--- src/rtl/stream_orchestrator_if.sv ---
// Stream master bus shared by the orchestrator and its downstream sink.
interface stream_orchestrator_if #(
  parameter int DATA_WIDTH = 128,
  parameter int SEL_WIDTH  = 3
);
  logic                  tvalid;
  logic                  tready;
  logic [DATA_WIDTH-1:0] tdata;
  logic [SEL_WIDTH-1:0]  tid;
  logic                  tlast;

  modport master (output tvalid, tdata, tid, tlast, input tready);
  modport slave  (input tvalid, tdata, tid, tlast, output tready);
endinterface

--- src/rtl/stream_orchestrator.sv ---
// Round-robin arbiter that merges N snoop submodules onto one stream port,
// locking the grant for multi-beat transactions and framing each with tlast.
// Also owns the free-running timestamp shared with all submodules.
module stream_orchestrator #(
  parameter int N_SUB       = 5,
  parameter int DATA_WIDTH  = 128,
  parameter int TIMER_WIDTH = 20,
  parameter int SEL_WIDTH   = 3
) (
  input  logic                        clk,
  input  logic                        resetn,
  input  logic [N_SUB-1:0]            sub_valid,
  input  logic [N_SUB-1:0]            sub_last,
  input  logic [N_SUB*DATA_WIDTH-1:0] sub_data,
  input  logic [N_SUB*6-1:0]          sub_length,
  output logic [N_SUB-1:0]            sub_ready,
  output logic [TIMER_WIDTH-1:0]      timestamp,
  output logic                        protocol_err,
  stream_orchestrator_if.master       m_axis
);

  typedef enum logic {IDLE, BURST} state_t;

  state_t                 state_q, state_d;
  logic [SEL_WIDTH-1:0]   rr_q, rr_d, lock_q, lock_d;
  logic [5:0]             beat_q, beat_d, len_q, len_d;
  logic [TIMER_WIDTH-1:0] ts_q;
  logic                   err_q, err_d;

  logic [N_SUB-1:0][DATA_WIDTH-1:0] data_a;
  logic [N_SUB-1:0][5:0]            len_a;
  assign data_a = sub_data;
  assign len_a  = sub_length;

  logic                 found;
  logic [SEL_WIDTH-1:0] g, idx, sel;
  logic [5:0]           eff_len;
  logic                 tvalid_c, tlast_c, hs;

  function automatic logic [SEL_WIDTH-1:0] nxt(input logic [SEL_WIDTH-1:0] s);
    return (int'(s) == N_SUB - 1) ? '0 : s + 1'b1;
  endfunction

  // Round-robin pick: first valid requester starting at rr_q.
  always_comb begin
    found = 1'b0;
    g     = '0;
    idx   = '0;
    for (int k = 0; k < N_SUB; k++) begin
      idx = SEL_WIDTH'((int'(rr_q) + k) % N_SUB);
      if (!found && sub_valid[idx]) begin
        found = 1'b1;
        g     = idx;
      end
    end
  end

  // Datapath selection and beat framing; a burst pins the mux to lock_q.
  always_comb begin
    sel      = (state_q == BURST) ? lock_q : g;
    eff_len  = (len_a[sel] == 6'd0) ? 6'd1 : len_a[sel];
    tvalid_c = 1'b0;
    tlast_c  = 1'b0;
    if (state_q == BURST) begin
      tvalid_c = sub_valid[lock_q];
      tlast_c  = (beat_q == len_q - 6'd1);
    end else begin
      tvalid_c = found;
      tlast_c  = (eff_len == 6'd1);
    end
    hs = tvalid_c & m_axis.tready;
  end

  // Outputs are forced to zero while reset is held, even mid-cycle.
  always_comb begin
    m_axis.tvalid = resetn & tvalid_c;
    m_axis.tlast  = resetn & tlast_c;
    m_axis.tid    = resetn ? sel : '0;
    m_axis.tdata  = resetn ? data_a[sel] : '0;
    sub_ready     = '0;
    if (resetn && m_axis.tready && (state_q == BURST || found))
      sub_ready = N_SUB'(1) << sel;
  end

  assign timestamp    = ts_q;
  assign protocol_err = err_q;

  // Next-state: grant/lock/release and beat counting on handshakes.
  always_comb begin
    state_d = state_q;
    rr_d    = rr_q;
    lock_d  = lock_q;
    beat_d  = beat_q;
    len_d   = len_q;
    err_d   = err_q | (hs & sub_last[sel] & ~tlast_c);
    case (state_q)
      IDLE: if (hs) begin
        if (eff_len == 6'd1) begin
          rr_d = nxt(g);
        end else begin
          state_d = BURST;
          lock_d  = g;
          len_d   = eff_len;
          beat_d  = 6'd1;
        end
      end
      BURST: if (hs) begin
        if (tlast_c) begin
          state_d = IDLE;
          rr_d    = nxt(lock_q);
        end else begin
          beat_d = beat_q + 6'd1;
        end
      end
      default: state_d = IDLE;
    endcase
  end

  // State registers and free-running timestamp.
  always_ff @(posedge clk or negedge resetn) begin
    if (!resetn) begin
      state_q <= IDLE;
      rr_q    <= '0;
      lock_q  <= '0;
      beat_q  <= '0;
      len_q   <= '0;
      ts_q    <= '0;
      err_q   <= 1'b0;
    end else begin
      state_q <= state_d;
      rr_q    <= rr_d;
      lock_q  <= lock_d;
      beat_q  <= beat_d;
      len_q   <= len_d;
      ts_q    <= ts_q + 1'b1;
      err_q   <= err_d;
    end
  end

endmodule

--- src/flat_wrapper.sv ---
// flat-port wrapper written by rule: the top's interface ports become plain ports
module stream_orchestrator_flat 
#(
  parameter int N_SUB       = 5,
  parameter int DATA_WIDTH  = 128,
  parameter int TIMER_WIDTH = 20,
  parameter int SEL_WIDTH   = 3
)
  (clk, resetn, sub_valid, sub_last, sub_data, sub_length, sub_ready, timestamp, protocol_err, m_axis_tvalid, m_axis_tdata, m_axis_tid, m_axis_tlast, m_axis_tready);
  stream_orchestrator_if #(.DATA_WIDTH(DATA_WIDTH), .SEL_WIDTH(SEL_WIDTH)) m_axis_i ();
  input  logic clk;
  input  logic resetn;
  input  logic [N_SUB-1:0] sub_valid;
  input  logic [N_SUB-1:0] sub_last;
  input  logic [N_SUB*DATA_WIDTH-1:0] sub_data;
  input  logic [N_SUB*6-1:0] sub_length;
  output logic [N_SUB-1:0] sub_ready;
  output logic [TIMER_WIDTH-1:0] timestamp;
  output logic protocol_err;
  output wire logic [$bits(m_axis_i.tvalid)-1:0] m_axis_tvalid;
  output wire logic [$bits(m_axis_i.tdata)-1:0] m_axis_tdata;
  output wire logic [$bits(m_axis_i.tid)-1:0] m_axis_tid;
  output wire logic [$bits(m_axis_i.tlast)-1:0] m_axis_tlast;
  input wire logic [$bits(m_axis_i.tready)-1:0] m_axis_tready;
  assign m_axis_tvalid = m_axis_i.tvalid;
  assign m_axis_tdata = m_axis_i.tdata;
  assign m_axis_tid = m_axis_i.tid;
  assign m_axis_tlast = m_axis_i.tlast;
  assign m_axis_i.tready = m_axis_tready;
  stream_orchestrator #(.N_SUB(N_SUB), .DATA_WIDTH(DATA_WIDTH), .TIMER_WIDTH(TIMER_WIDTH), .SEL_WIDTH(SEL_WIDTH)) u_core (.clk(clk), .resetn(resetn), .sub_valid(sub_valid), .sub_last(sub_last), .sub_data(sub_data), .sub_length(sub_length), .sub_ready(sub_ready), .timestamp(timestamp), .protocol_err(protocol_err), .m_axis(m_axis_i));
endmodule
--- config.mk ---
export PLATFORM = sky130hd
export DESIGN_NAME = stream_orchestrator_flat
export DESIGN_NICKNAME = d
export VERILOG_FILES = /design/src/rtl/stream_orchestrator_if.sv /design/src/rtl/stream_orchestrator.sv /design/src/flat_wrapper.sv
export SDC_FILE = /design/constraint.sdc
export NUM_CORES = 1
export LEC_CHECK = 0
export ABC_CLOCK_PERIOD_IN_PS = 10800
export CORE_AREA = 5 5 327 329
export CTS_CLUSTER_DIAMETER = 120
export DETAILED_ROUTE_END_ITERATION = 16
export DIE_AREA = 0 0 332 334
export SYNTH_ARGS = -nofsm -noshare
export SYNTH_HDL_FRONTEND = slang
export SYNTH_SLANG_ARGS = --single-unit
--- constraint.sdc ---
create_clock -name clk -period 10.8 [get_ports clk]
set_input_delay 3.24 -clock clk [delete_from_list [all_inputs] [get_ports clk]]
set_output_delay 3.24 -clock clk [all_outputs]
set_load 0.005 [all_outputs]
Word level (Yosys, flattened, before mapping)

Index checks and enable logic that the tools add are counted.

Memories: 0
Bits in writable memories: 0
Bits in read-only memories: 0
Register bits after elaboration: 40
Bits in latches: 0

Shift operators: 1
Multiplexer cells: 52
Multipliers: 0
Eq/ne operators: 10
Add/subtract/negate cells: 9
Bitwise gates (word level): 9
Divide/modulo/power cells: 5
$lt $le $gt $ge: 7
Reductions and logical operators: 15

Operators by type and width:

| operator                                             | count |
|---|---|
| binary-select mux 128 bit (select 3 bit)             | 1 |
| two-way mux 128 bit                                  | 2 |
| modulo 32 x 4 -> 32 bit (second input constant)      | 4 |
| two-way mux 3 bit                                    | 13 |
| two-way mux 6 bit                                    | 6 |
| modulo 4 x 4 -> 32 bit (second input constant)       | 1 |
| < comparator 3 x 4 -> 1 bit (second input constant)  | 7 |
| binary-select mux 1 bit (select 3 bit)               | 7 |
| adder 20 x 1 -> 20 bit (second input constant)       | 1 |
| binary-select mux 6 bit (select 3 bit)               | 1 |
| two-way mux 1 bit                                    | 18 |
| one-hot mux 6 bit (2 select lines)                   | 1 |
| adder 3 x 2 -> 4 bit (second input constant)         | 2 |
| != test 2 bit (second input constant)                | 4 |
| AND reduction 4 bit                                  | 2 |
| adder 3 x 1 -> 3 bit (second input constant)         | 2 |
| adder 6 x 1 -> 6 bit (second input constant)         | 1 |
| equality test 3 bit (second input constant)          | 2 |
| equality test 6 x 1 -> 1 bit (second input constant) | 1 |
| equality test 6 bit                                  | 1 |
| logical AND 1 bit                                    | 6 |
| zero test 6 bit                                      | 1 |
| one-hot mux 3 bit (2 select lines)                   | 1 |
| subtractor 6 x 1 -> 6 bit (second input constant)    | 1 |
| 12 further kinds                                     | 22 |

Longest topological paths before layout

Depth after elaboration: 26
Mapped depth: 27
Mapped depth without buffers: 22

Worst setup path after synthesis

Ideal clock, no wire load.

Kind: input port to output port
From: input port sub_valid[1]
To: output port m_axis_tdata[100]
Arrival: 6.424 ns
Required time: 7.560 ns
Stages: 13
Slack: 1.136 ns
Cell sequence: mux4_1 nand2_1 a221o_1 nand2_1 nor3_1 a32oi_1 o22ai_2 buf_6 buf_2 buf_1 mux4_2 a22oi_1 nor2_1

Longest elaborated chain between the ends: 19
Elaborated cells on any way between the ends: 31
Those cells by class: mux: 23; reduce/logical: 8

RTL lines:

| element                                       | line                      | text |
|---|---|---|
| start, declared                               | flat_wrapper.sv:13        | `input logic [N_SUB-1:0] sub_valid;` |
| binary-select mux 1 bit (select 3 bit)        | stream_orchestrator.sv:51 | `if (!found && sub_valid[idx]) begin` |
| two-way mux 1 bit (not written as such)       | stream_orchestrator.sv:51 |  |
| two-way mux 1 bit                             | stream_orchestrator.sv:51 |  |
| zero test 1 bit                               | stream_orchestrator.sv:51 |  |
| logical AND 1 bit                             | stream_orchestrator.sv:51 |  |
| two-way mux 1 bit                             | stream_orchestrator.sv:51 |  |
| zero test 1 bit                               | stream_orchestrator.sv:51 |  |
| logical AND 1 bit                             | stream_orchestrator.sv:51 |  |
| [... 3 more ...]                              | -                         |  |
| two-way mux 1 bit                             | stream_orchestrator.sv:51 |  |
| zero test 1 bit                               | stream_orchestrator.sv:51 |  |
| logical AND 1 bit                             | stream_orchestrator.sv:51 |  |
| two-way mux 3 bit (*)                         | stream_orchestrator.sv:51 |  |
| two-way mux 3 bit (*)                         | stream_orchestrator.sv:60 | `sel = (state_q == BURST) ? lock_q : g;` |
| binary-select mux 128 bit (select 3 bit) (*)  | stream_orchestrator.sv:79 | `m_axis.tdata = resetn ? data_a[sel] : '0;` |
| two-way mux 128 bit (not written as such) (*) | stream_orchestrator.sv:79 |  |
| two-way mux 128 bit (*)                       | stream_orchestrator.sv:79 |  |
| end, declared                                 | flat_wrapper.sv:21        | `output wire logic [$bits(m_axis_i.tdata)-1:0] m_axis_tdata;` |

Every way passes the cells marked *; elsewhere a longest branch is shown, timed or not. The select of a mux whose other input is x is not followed.

Worst setup path in the final report

From: input port sub_valid[0]
To: output port m_axis_tdata[2]

The elaborated chain is that of the path after synthesis.

==> results.yml <==
synthesis:
  avgSynthCellArea_um2: 9.421
  muxShareOfSynthArea_pct: 39.00
  synth-seq-area-share_pct: 11.57
  postSynthCellCount: 918
  synth_xor_area_share_pct: 3.935
  synthArstFlopShare_pct: 100.0
  synth_edf_count: 0
  synth_cell_types: 83
  synth_adder_area_share_pct: 3.183
  synth_compound_area_share_pct: 20.95
  synth_top_family_by_area: "multiplexers"
  yosys_register_bits: 40
  synth_ff_type: "dfrtp_1"
  synth_nets: 1623
  synth_area_um2: 8648
  yosys_warnings: 0
  synth-simple-area-share_pct: 15.93
sta:
  finalHoldViolCount: 0
  fmax_ghz: 0.09504
  finClkSkew_ns: 0.005070
  relSlewSlack_pct: 40.47
  fin_crit_sh_pct: 97.43
  layout_min_cycle_time_ns: 10.52
  slew_viol_final: 0
  hold_ws_ns: 0.4832
  setup_violations: 0
  tightest_slew_ns: 0.8930
  grt_setup_unrepaired: "no"
setup_path:
  endpoint_kind: "output pin"
  setup.worst_path.start: "sub_valid[0]"
  cp.depth: 16
  critPathLaunchType: "primary input"
  crit_required_ns: 7.56
  cp_top_family: "buffers and inverters"
  r2r-start: "u_core.rr_q[1]$_DFFE_PN0P_"
  cp_slowest_cell: "clkdlybuf4s50_1"
  worst-setup-path-type: "primary input to output pin"
  slowest_delay_ns: 0.50
  worstPathMaxFanout: 15
  path_cells: "dlygate4sd2_1, mux4_2, nand2_1, a221o_1, and2_1, o21ai_1, or3_1, a32oi_2, o22ai_4, buf_4, buf_12, buf_4, mux4_2, a22oi_1, nor2_1, clkdlybuf4s50_1"
  arrival_ns: 7.28
  r2r.worst_path.cells: 22
  path_buf_inv: 5
routing:
  first_iter_violations: 1338
  firstDrtPassIters: 5
  drc: 0
  vias: 13127
  viasPerCell: 4.151
  wire_per_inst_um: 34.62
  drtAntennaViolNets: 0
  wl_um: 109500
power:
  power.leakage_nw: 7.144
  peakVddDrop_mv: 0.1111
  p_total_mw: 4.291
  p_per_area_nw_per_um2: 218.3
clock_tree:
  clk_latency_ns: 0.28
  holdBufCountCts: 0
  clock-root-buffer: "clkbuf_16"
  cts_buffers: 5
  htree_levels: 2
  cts_tree: "built"
  clkTransAtPathRegs_ns: 0.06
  cts_sinks: 40
  cts_buffer_depth: 2
global_routing:
  grt_usage_pct: 18.42
  grt_overflow_total: 0
  antenna_found_initial: 141
  grt_max_degree: 83
  grt_first_pass_wirelength_um: 136100
  first_global_vias: 12726
min_path:
  holdPathStages: 1
  hp-start: "u_core.timestamp[19]$_DFF_PN0_"
  hp-class: "flop to flop"
die:
  core_area_um2: 103200
  ioPinCount: 842
  die_y_um: 334
  die-area_um2: 110900
  die_w_um: 332
  initial_core_util_pct: 8.380
  rows: 118
cells_and_area:
  mostFrequentLayoutCell: "clkdlybuf4s50_1"
  drive_above_1_share_pct: 15.49
  area_growth_syn_to_layout_pct: 127.3
  layout_common_cells: "clkdlybuf4s50_1, nor2_1, mux4_2, a22oi_1, buf_4"
  nets: 2454
placed_design:
  port_buffers: 841
  hpwl_um: 97550
  place.gp.congestion: 1.076
status:
  status: "completed"
flow_run:
  maxCapViolations: 0
cell usage after synthesis (3+ instances only):
master	n	area, um2
buf_4	3	22.52
ha_1	22	275.3
a21oi_1	26	130.1
a21o_1	4	30.03
xnor2_1	23	201.4
nor4_1	4	25.02
a211o_1	5	43.79
a22oi_1	130	975.9
nor3_1	15	75.07
o21a_1	5	37.54
o21ai_0	24	120.1
or3_1	5	31.28
mux4_2	135	3040
and2_1	7	43.79
o2111ai_1	3	26.28
buf_2	12	60.06
o211ai_1	5	37.54
mux2_2	12	135.1
mux2i_1	16	160.2
buf_1	25	93.84
o22ai_1	4	25.02
nand3_1	20	100.1
nand2_1	33	123.9
and3_1	11	68.82
clkbuf_1	47	176.4
xor2_1	14	122.6
inv_1	24	90.09
nor2b_1	7	43.79
nor2_1	160	600.6
dfrtp_1	40	1001
nand4_1	9	56.30
nand2b_1	3	18.77
worst reg2reg max path: cells and delay by family (launching register included):
| kind | cells | cell delay (ns) |
|---|---|---|
| fa+ha+maj | 4 | 1.11 |
| mux | 2 | 0.72 |
| buf+inv | 5 | 0.80 |
| flops | 1 | 0.56 |
| compound gates | 8 | 2.29 |
| simple gates | 3 | 0.71 |
final timing paths:
check / to / slack (ns)
min in group asynchronous: u_core.lock_q[2]$_DFFE_PN0P_ / 2.86
min reg2reg: u_core.timestamp[19]$_DFF_PN0_ / 0.48
max reg2reg: u_core.rr_q[2]$_DFFE_PN0P_ / 4.52
max: m_axis_tdata[2] / 0.28
max in group asynchronous: u_core.state_q$_DFF_PN0_ / 7.12
min: u_core.timestamp[19]$_DFF_PN0_ / 0.48
cell type report:
cell class	instances	area, um2
Fill cell	11423	83540
Timing Repair Buffer	912	9243
Multi-Input combinational cell	765	7325
Tap cell	1380	1727
Sequential cell	40	1001
Clock buffer	5	125.1
Inverter	25	98.84
Antenna cell	33	82.58
Clock inverter	2	60.06
kinds of logic (layout without fill, tap and decap cells):
family / Yosys count / after routing
DFF: 40 / 40
buffers and inverters: 114 / 944
other: 0 / 33
muxes: 165 / 166
xor gates and xnor gates: 38 / 38
AOI/OAI and AO/OA: 244 / 244
adders and majority gates: 22 / 22
and+or+nand+nor: 295 / 295
sequential cells by signal, summed over array words and instances, names as in the netlist:
signal and count:
u_core.beat_q 6, u_core.len_q 6, u_core.lock_q 3, u_core.protocol_err 1, u_core.rr_q 3, u_core.state_q 1
u_core.timestamp 20
metrics by stage:
step	utilization, %	instances	setup TNS, ns	worst slack, ns	cell area (um2)
3_5_place_dp	18.58	3116	-1.609	-0.1356	19180
5_1_grt	19.00	3139	0	0.1775	19600
3_3_place_gp	18.58	3116	-1.117	-0.09985	19180
4_1_cts	18.90	3128	0	0.02049	19500
2_1_floorplan	-	918	0	1.136	8648
6_report	19.05	3162	0	0.2780	19660
power breakdown:
part,total (mW),switching (mW),internal [mW]
registers,0.232,0.0512,0.181
clock network,0.195,0.0634,0.131
logic,3.86,1.88,1.98
total,4.29,2.00,2.30
repair_timing:
item                       in CTS  in global routing
resized for setup               9                 16
setup endpoints to repair      66                102
pin swaps                       1                  3
cloned                          1                  1
setup buffers                   4                  0
metal layers:
layer / vias up / GRT usage, % / share of wire, %
li1: 5363 / - / -
met1: 6485 / 23.02 / 41
met2: 1020 / 32.07 / 48
met3: 241 / 5.779 / 9.1
met4: 18 / 2.368 / 2.4
met5: - / 0 / 0.11
Power figures use the tool's default switching activity.
